**src/rtl/bus_uart_tx_if.sv**
```systemverilog
// Peripheral-bus write channel between the CPU store path and bus_uart_tx.
//   bus_din          write data (CPU bus_dout)
//   bus_addr         write address
//   bus_write_valid  write request, held with stable addr/data until accepted
//   bus_write_ready  responder ready; a write completes on valid && ready
// master: CPU side.  slave: UART transmitter side.
interface bus_uart_tx_if;
  logic [31:0] bus_din;
  logic [31:0] bus_addr;
  logic        bus_write_valid;
  logic        bus_write_ready;

  modport master (
    output bus_din,
    output bus_addr,
    output bus_write_valid,
    input  bus_write_ready
  );

  modport slave (
    input  bus_din,
    input  bus_addr,
    input  bus_write_valid,
    output bus_write_ready
  );
endinterface

```
**src/rtl/bus_uart_tx.sv**
```systemverilog
// Memory-mapped UART transmitter, write responder for the 0xE address region.
// Bytes written to TXDATA are buffered in a FIFO and sent 8N1 on uart_tx.
// Back-pressure (bus_write_ready=0) only when a TXDATA write meets a full FIFO.
//
// Register map (selected when bus_addr[31:28]==4'hE, register = bus_addr[3:2]):
//   0 TXDATA  push bus_din[7:0]
//   1 DIV     bit-period divisor <= bus_din[15:0] (values below 2 stored as 2)
//   2,3       accepted and ignored
//
// Ports:
//   clk         system clock, rising edge
//   reset       asynchronous, active-high
//   bus         bus_uart_tx_if.slave write channel
//   uart_tx     serial line, idle high, registered
//   tx_busy     FSM not idle or FIFO non-empty
//   fifo_count  current FIFO occupancy
//
// Optional build macro: BUS_UART_TX_PARITY_EN inserts an even-parity bit
// between the data bits and the stop bit (11-bit frames).
module bus_uart_tx #(
  parameter int unsigned CLK_DIV    = 868,
  parameter int unsigned FIFO_DEPTH = 16
) (
  input  logic                        clk,
  input  logic                        reset,
  bus_uart_tx_if.slave                bus,
  output logic                        uart_tx,
  output logic                        tx_busy,
  output logic [$clog2(FIFO_DEPTH):0] fifo_count
);

  localparam int unsigned PTR_W = $clog2(FIFO_DEPTH);
  localparam int unsigned CNT_W = PTR_W + 1;

`ifdef BUS_UART_TX_PARITY_EN
  typedef enum logic [2:0] {S_IDLE, S_START, S_DATA, S_PARITY, S_STOP} state_e;
`else
  typedef enum logic [1:0] {S_IDLE, S_START, S_DATA, S_STOP} state_e;
`endif

  state_e state_q, state_d;

  logic [PTR_W-1:0] wr_ptr_q, wr_ptr_d;
  logic [PTR_W-1:0] rd_ptr_q, rd_ptr_d;
  logic [CNT_W-1:0] fifo_count_q, fifo_count_d;
  logic [7:0]       mem_q [FIFO_DEPTH];

  logic [15:0] div_q, div_d;
  logic [15:0] bit_div_q, bit_div_d;
  logic [15:0] timer_q, timer_d;
  logic [2:0]  bit_idx_q, bit_idx_d;
  logic [7:0]  shift_q, shift_d;
  logic        uart_tx_q, uart_tx_d;
`ifdef BUS_UART_TX_PARITY_EN
  logic        parity_q, parity_d;
`endif

  logic       sel;
  logic [1:0] reg_sel;
  logic       fifo_full;
  logic       fifo_empty;
  logic       accept;
  logic       push;
  logic       pop;
  logic       div_wr;
  logic       bit_done;
  logic [7:0] pop_data;

  // Address bits outside the decode and data bits above the DIV field.
  logic unused_bits;
  assign unused_bits = ^{bus.bus_din[31:16], bus.bus_addr[27:4], bus.bus_addr[1:0]};

  // ---------------------------------------------------------------------------
  // Bus decode and handshake
  // ---------------------------------------------------------------------------
  assign sel        = (bus.bus_addr[31:28] == 4'hE);
  assign reg_sel    = bus.bus_addr[3:2];
  assign fifo_full  = (fifo_count_q == CNT_W'(FIFO_DEPTH));
  assign fifo_empty = (fifo_count_q == '0);

  // Ready never looks at valid, so the CPU side can use it without a loop.
  assign bus.bus_write_ready = !(sel && (reg_sel == 2'd0) && fifo_full);

  assign accept = bus.bus_write_valid && bus.bus_write_ready;
  assign push   = accept && sel && (reg_sel == 2'd0);
  assign div_wr = accept && sel && (reg_sel == 2'd1);

  assign bit_done = (timer_q == '0);
  assign pop_data = mem_q[rd_ptr_q];

  // ---------------------------------------------------------------------------
  // FIFO pointers/occupancy and divisor register
  // ---------------------------------------------------------------------------
  always_comb begin
    wr_ptr_d     = wr_ptr_q;
    rd_ptr_d     = rd_ptr_q;
    fifo_count_d = fifo_count_q;
    if (push) wr_ptr_d = wr_ptr_q + PTR_W'(1);
    if (pop)  rd_ptr_d = rd_ptr_q + PTR_W'(1);
    case ({push, pop})
      2'b10:   fifo_count_d = fifo_count_q + CNT_W'(1);
      2'b01:   fifo_count_d = fifo_count_q - CNT_W'(1);
      default: fifo_count_d = fifo_count_q;
    endcase
  end

  always_comb begin
    div_d = div_q;
    if (div_wr) begin
      div_d = (bus.bus_din[15:0] < 16'd2) ? 16'd2 : bus.bus_din[15:0];
    end
  end

  // Storage needs no reset: the pointers define which entries are valid.
  always_ff @(posedge clk) begin
    if (push) mem_q[wr_ptr_q] <= bus.bus_din[7:0];
  end

  // ---------------------------------------------------------------------------
  // FSM: state register
  // ---------------------------------------------------------------------------
  always_ff @(posedge clk or posedge reset) begin
    if (reset) begin
      state_q      <= S_IDLE;
      wr_ptr_q     <= '0;
      rd_ptr_q     <= '0;
      fifo_count_q <= '0;
      div_q        <= 16'(CLK_DIV);
      bit_div_q    <= 16'(CLK_DIV);
      timer_q      <= '0;
      bit_idx_q    <= '0;
      shift_q      <= '0;
      uart_tx_q    <= 1'b1;
`ifdef BUS_UART_TX_PARITY_EN
      parity_q     <= 1'b0;
`endif
    end else begin
      state_q      <= state_d;
      wr_ptr_q     <= wr_ptr_d;
      rd_ptr_q     <= rd_ptr_d;
      fifo_count_q <= fifo_count_d;
      div_q        <= div_d;
      bit_div_q    <= bit_div_d;
      timer_q      <= timer_d;
      bit_idx_q    <= bit_idx_d;
      shift_q      <= shift_d;
      uart_tx_q    <= uart_tx_d;
`ifdef BUS_UART_TX_PARITY_EN
      parity_q     <= parity_d;
`endif
    end
  end

  // ---------------------------------------------------------------------------
  // FSM: next state
  // ---------------------------------------------------------------------------
  always_comb begin
    state_d = state_q;
    case (state_q)
      S_IDLE:  if (!fifo_empty) state_d = S_START;
      S_START: if (bit_done) state_d = S_DATA;
      S_DATA: begin
        if (bit_done && (bit_idx_q == 3'd7)) begin
`ifdef BUS_UART_TX_PARITY_EN
          state_d = S_PARITY;
`else
          state_d = S_STOP;
`endif
        end
      end
`ifdef BUS_UART_TX_PARITY_EN
      S_PARITY: if (bit_done) state_d = S_STOP;
`endif
      // Last stop cycle chains straight into the next START when data waits.
      S_STOP:  if (bit_done) state_d = fifo_empty ? S_IDLE : S_START;
      default: state_d = S_IDLE;
    endcase
  end

  // ---------------------------------------------------------------------------
  // FSM: outputs and datapath
  // ---------------------------------------------------------------------------
  always_comb begin
    pop       = ((state_q == S_IDLE) || ((state_q == S_STOP) && bit_done)) && !fifo_empty;
    shift_d   = shift_q;
    bit_idx_d = bit_idx_q;
    timer_d   = timer_q;
    bit_div_d = bit_div_q;
`ifdef BUS_UART_TX_PARITY_EN
    parity_d  = parity_q;
`endif

    if (pop) begin
      // Frame start: the divisor is captured here so DIV writes only
      // affect frames that have not started yet.
      shift_d   = pop_data;
      bit_div_d = div_q;
      timer_d   = div_q - 16'd1;
      bit_idx_d = '0;
`ifdef BUS_UART_TX_PARITY_EN
      parity_d  = ^pop_data;
`endif
    end else if (state_q != S_IDLE) begin
      if (bit_done) begin
        timer_d = bit_div_q - 16'd1;
        if (state_q == S_START) bit_idx_d = '0;
        if (state_q == S_DATA) begin
          bit_idx_d = bit_idx_q + 3'd1;
          shift_d   = shift_q >> 1;
        end
      end else begin
        timer_d = timer_q - 16'd1;
      end
    end

    // Line level is registered from the state being entered, so it changes
    // on the same edge as the state.
    case (state_d)
      S_START:  uart_tx_d = 1'b0;
      S_DATA:   uart_tx_d = shift_d[0];
`ifdef BUS_UART_TX_PARITY_EN
      S_PARITY: uart_tx_d = parity_d;
`endif
      default:  uart_tx_d = 1'b1;
    endcase
  end

  assign uart_tx    = uart_tx_q;
  assign tx_busy    = (state_q != S_IDLE) || !fifo_empty;
  assign fifo_count = fifo_count_q;

endmodule

```
**src/flat_wrapper.sv**
```systemverilog
// flat-port wrapper written by rule: the top's interface ports become plain ports
module bus_uart_tx_flat 
#(
  parameter int unsigned CLK_DIV    = 868,
  parameter int unsigned FIFO_DEPTH = 16
)
  (clk, reset, uart_tx, tx_busy, fifo_count, bus_bus_din, bus_bus_addr, bus_bus_write_valid, bus_bus_write_ready);
  bus_uart_tx_if bus_i ();
  input  logic clk;
  input  logic reset;
  output logic uart_tx;
  output logic tx_busy;
  output logic [$clog2(FIFO_DEPTH):0] fifo_count;
  input wire logic [$bits(bus_i.bus_din)-1:0] bus_bus_din;
  input wire logic [$bits(bus_i.bus_addr)-1:0] bus_bus_addr;
  input wire logic [$bits(bus_i.bus_write_valid)-1:0] bus_bus_write_valid;
  output wire logic [$bits(bus_i.bus_write_ready)-1:0] bus_bus_write_ready;
  assign bus_i.bus_din = bus_bus_din;
  assign bus_i.bus_addr = bus_bus_addr;
  assign bus_i.bus_write_valid = bus_bus_write_valid;
  assign bus_bus_write_ready = bus_i.bus_write_ready;
  bus_uart_tx #(.CLK_DIV(CLK_DIV), .FIFO_DEPTH(FIFO_DEPTH)) u_core (.clk(clk), .reset(reset), .bus(bus_i), .uart_tx(uart_tx), .tx_busy(tx_busy), .fifo_count(fifo_count));
endmodule
```
**config.mk**
```make
export PLATFORM = sky130hd
export DESIGN_NAME = bus_uart_tx_flat
export DESIGN_NICKNAME = d
export VERILOG_FILES = /design/src/rtl/bus_uart_tx_if.sv /design/src/rtl/bus_uart_tx.sv /design/src/flat_wrapper.sv
export SDC_FILE = /design/constraint.sdc
export NUM_CORES = 1
export LEC_CHECK = 0
export ABC_AREA = 1
export CAP_MARGIN = 15
export CORE_UTILIZATION = 60
export CTS_BUF_LIST = sky130_fd_sc_hd__clkbuf_8
export DETAILED_ROUTE_END_ITERATION = 12
export GPL_TIMING_DRIVEN = 0
export HOLD_SLACK_MARGIN = 0.03
export PLACE_DENSITY = 0.82
export REMOVE_ABC_BUFFERS = 1
export SYNTH_ARGS = -nofsm -noshare
export SYNTH_HDL_FRONTEND = slang
export SYNTH_SLANG_ARGS = --single-unit
```
**constraint.sdc**
```tcl
create_clock -name clk -period 5 [get_ports clk]
set_input_delay 1.25 -clock clk [delete_from_list [all_inputs] [get_ports clk]]
set_output_delay 1.25 -clock clk [all_outputs]
set_load 0.1 [all_outputs]
```
Word level (Yosys, flattened, before mapping)
Memory sizes are Yosys's and may differ from the RTL's.
Cells that the tools add are included.
{ "totals": {"memories": 1, "ff_bits": 75, "elab_cells": 80, "out_inout_bits": 8, "mem_bits_rw": 128} }
{ "memory_table": {"columns": ["memory", "words", "width", "read_ports", "rd_clocked_by_memory_dff", "wr", "line", "text"], "rows": [
  ["u_core.mem_q", 16, 8, 1, 0, 1, "bus_uart_tx.sv:46", "logic [7:0] mem_q [FIFO_DEPTH];"]
]} }
{ "op_classes": {"reduce_logical": 25, "n_addsub": 8, "magnitude_cmp": 1, "n_mux": 23, "eq_ne": 11} }
{ "op_table": {"columns": ["cell", "n"], "rows": [
  ["$mux W16", 4],
  ["$sub A16 B1 Y16 const B", 3],
  ["$mux W8", 4],
  ["$logic_not A16 Y1", 1],
  ["$lt A16 B2 Y1 const B", 1],
  ["$mux W3", 5],
  ["$pmux W5 S2", 1],
  ["$reduce_bool A2 Y1", 5],
  ["$logic_and A1 B1 Y1", 9],
  ["$add A4 B1 Y4 const B", 2],
  ["$eq A2 B1 Y1 const B", 4],
  ["$eq A2 B2 Y1 const B", 4],
  ["$mux W2", 4],
  ["$pmux W2 S4", 1],
  ["$reduce_and A3 Y1", 2],
  ["$add A5 B1 Y5 const B", 1],
  ["$eq A5 B5 Y1 const B", 1],
  ["$logic_not A5 Y1", 1],
  ["$sub A5 B1 Y5 const B", 1],
  ["$eq A4 B4 Y1 const B", 1],
  ["$logic_not A2 Y1", 2],
  ["$add A3 B1 Y3 const B", 1],
  ["$eq A3 B3 Y1 const B", 1],
  ["$mux W1", 3],
  ["other kinds (4)", 6]
]} }

Logic depth before layout (Yosys ltp)
{ "logic_depth": {"ltp_word": 9, "mapped_depth": 19, "mapped_depth_nobuf": 19} }

Least setup slack after synthesis
No wires, ideal clock.
{ "synth_path": {"path_type": "input to output", "startpoint": "in bus_bus_addr[30]", "endpoint": "out bus_bus_write_ready", "path_slack_ns": 1.593, "arrival_time_ns": 2.157, "stages": 4, "path_cell_list": "and3_1 > nand2_1 > nor2_1 > nand2_1"} }
{ "synth_between": {"elab_chain_cells": 4} }
{ "synth_lines": {"columns": ["item", "line", "text"], "rows": [
  ["start, declared", "flat_wrapper.sv:15", "input wire logic [$bits(bus_i.bus_addr)-1:0] bus_bus_addr;"],
  ["$eq A4 B4 Y1", "bus_uart_tx.sv:76", "assign sel = (bus.bus_addr[31:28] == 4'hE);"],
  ["$logic_and A1 B1 Y1 (2 in series)", "bus_uart_tx.sv:82", "assign bus.bus_write_ready = !(sel && (reg_sel == 2'd0) && fifo_full);"],
  ["$logic_not A1 Y1", "bus_uart_tx.sv:82", null],
  ["end, declared", "flat_wrapper.sv:17", "output wire logic [$bits(bus_i.bus_write_ready)-1:0] bus_bus_write_ready;"]
]} }
No other way between the ends.

Final worst setup path
Ends and elaborated chain as after synthesis.

==> results.ini <==
[grt]
grt_pass1_wl_mm = 33.4
antenna_found_initial = 0
grt_remaining_overflow = 0
grt.total_usage = 0.271
grt_pass1_vias = 6511
grt_max_degree = 65

[timing]
hold_viol = 0
relSlewSlack = 0.241
maxSlewViolCount = 0
min_period_over_period = 0.871
rsz0062_at_grt = no
skew_ns = 0.0263
setup_tns_ns = 0
worst_pin_slew_ns = 1.14
fin_crit_ns = 4.36
max_freq_ghz = 0.230
setup_viol = 0

[hold_path]
holdCritPathClass = flop to flop

[clocking]
cts_buffers = 34
clk_path_buf_depth = 3
cts_tree = built
cts_root_buffer = clkbuf_8
clk_pin_slew_ns = 0.05
cts_num_sinks = 203
post_cts_buffers = 0
clkLatencyLatePin_ns = 0.52
h-tree-depth = 2

[die]
start_util = 0.612
die_w_um = 126
rows = 45
io_pins = 75
fp.dieH_um = 126
core_mm2 = 0.0151
dieArea_mm2 = 0.0160

[detailed_routing]
ant_nets = 0
wl_mm = 20.5
vias_per_cell = 5.76
wl_per_cell_um = 17.7
first_pass_iters = 5
vias = 6703
drc_errors = 0
drt-initial-drc-count = 609

[cells_and_area]
regArea_mm2 = 0.00574
layout.nets = 1035
multi_input_area_mm2 = 0.00315
finish.utilization = 0.686
fin_area_mm2 = 0.0104
diodes = 0
area_growth_pct = 12.0
fill_cells = 1102
drive_above_1_share = 0.110

[critical_path]
crit_arrival_ns = 3.11
worst-setup-path-type = primary input to primary output
critPathLaunchType = primary input
crit_path_end_kind = primary output
crit_path_max_fanout = 2
worstPathRequired_ns = 3.75

[synth]
postSynthRegisterBits = 203
synthArstFlopShare = 0.369
synth_edf_count = 128
syn-cell-area_mm2 = 0.00928
synth_top_area_share = 0.414
ys_warn_count = 0
syn_inst = 913
netlist-cell-type-count = 47
syn_area_per_cell_um2 = 10.2
yosys-top-cells-area = edfxtp_1 41%, dfrtp_1 17%, nand2_1 9.4%
synth-main-ff-cell = edfxtp_1
synth_seq_area_share = 0.618
synth_top_cell_by_area = edfxtp_1

[outcome]
outcome = finished, final reports clean

[placed_design]
gp_congestion = 0.815
dp_hpwl_mm = 12.7
place_area_mm2 = 0.00972
io_buffers = 32

[power]
peakVddDrop_mv = 0.694
power.density_mw_per_mm2 = 583
p_leak_nw = 4.29

[flow_run]
cap_violations = 0

## Yosys cell counts (12+ instances only)
library cell    n
a21oi_1        12
clkbuf_1       26
dfrtp_1        64
edfxtp_1      128
ha_1           17
inv_1          56
nand2_1       232
nand2_2        16
nand3_1        45
nor2_1        112
o21ai_0        72
o221ai_1       20
## critical path, stage by stage
cell	delay, ns
clkdlybuf4s50_1	0.39
and3_1	0.19
nand2_1	0.06
nor2_1	0.05
nand2_1	0.05
clkdlybuf4s50_1	1.12
## report_power, final
part | internal, mW | total, mW | switching, mW | leakage, nW
logic | 0.744 | 2.34 | 1.60 | 1.84
registers | 2.05 | 2.30 | 0.252 | 2.07
clock network | 0.750 | 1.41 | 0.659 | 0.380
## worst paths after layout
check	from	to	slack (ns)	cells past startpoint
max	bus_bus_addr[30]	bus_bus_write_ready	0.64	6
min	u_core.bit_div_q[8]$_DFFE_PP1P_	u_core.bit_div_q[8]$_DFFE_PP1P_	0.46	2
max reg2reg	u_core.timer_q[11]$_DFFE_PP0P_	u_core.fifo_count[4]$_DFFE_PP0P_	1.68	14
min reg2reg	u_core.bit_div_q[8]$_DFFE_PP1P_	u_core.bit_div_q[8]$_DFFE_PP1P_	0.46	2
max in group asynchronous	reset	u_core.bit_div_q[8]$_DFFE_PP1P_	3.30	3
min in group asynchronous	reset	u_core.rd_ptr_q[3]$_DFFE_PP0P_	1.07	2
## sequential cells by signal, indices dropped and copies added, names as in the netlist, 2 cells and up
signal             count
u_core.rd_ptr_q        4
u_core.shift_q         8
u_core.div_q          16
u_core.mem_q         128
u_core.timer_q        16
u_core.state_q         2
u_core.fifo_count      5
u_core.bit_idx_q       3
u_core.bit_div_q      16
u_core.wr_ptr_q        4
## cells in the final DEF (no fill, tap or decap), drive strengths merged, types with 11 or more instances in the layout
cell           synthesis  routed
dfstp                 11      11
clkbuf                26      41
nand3                 46      46
nand2                254     254
o21ai                 76      76
nor2                 129     129
ha                    17      17
a21oi                 12      12
edfxtp               128     128
o221ai                20      20
inv                   59      72
clkdlybuf4s50          0      31
dfrtp                 64      64
## cells by family after synthesis
kind of cell               Yosys count  synth area share
buffers and inverters               95            0.0422
xor gates and xnor gates            11            0.0104
DFF                                203             0.618
adders and majority gates           18            0.0251
AOI/OAI and AO/OA                  141            0.0936
and+or+nand+nor                    445             0.210
## per-stage QoR
step | hold WS [ns] | instances | power, mW | setup WS (ns)
floorplan | 0.442 | 880 | 3.98 | 1.28
global placement | 0.453 | 1100 | 4.54 | 0.248
detailed placement | 0.456 | 1102 | 4.64 | 0.304
CTS | 0.465 | 1163 | 6.06 | 0.172
global route | 0.472 | 1163 | 6.46 | 0.462
finish | 0.464 | 1163 | 6.05 | 0.643
## layout make-up
cell class	count	area share
Tap cell	188	0.0226
Sequential cell	203	0.552
Multi-Input combinational cell	615	0.303
Clock inverter	20	0.00904
Clock buffer	41	0.0543
Timing Repair Buffer	34	0.0357
Inverter	62	0.0226
## layer usage
| layer | wire length, um | GRT usage |
|---|---|---|
| met3 | 1540 | 0.0523 |
| met4 | 610 | 0.116 |
| met2 | 9880 | 0.439 |
| met5 | 0 | 0 |
| met1 | 8490 | 0.362 |
## timing repair
item | 4_1_cts | 5_1_grt
pin swaps | 0 | 0
hold buffers | 0 | 0
resized for setup | 1 | 1
hold endpoints to repair | 0 | 0
setup endpoints to repair | 1 | 1
No activity file was read; power rests on OpenSTA's default activity.
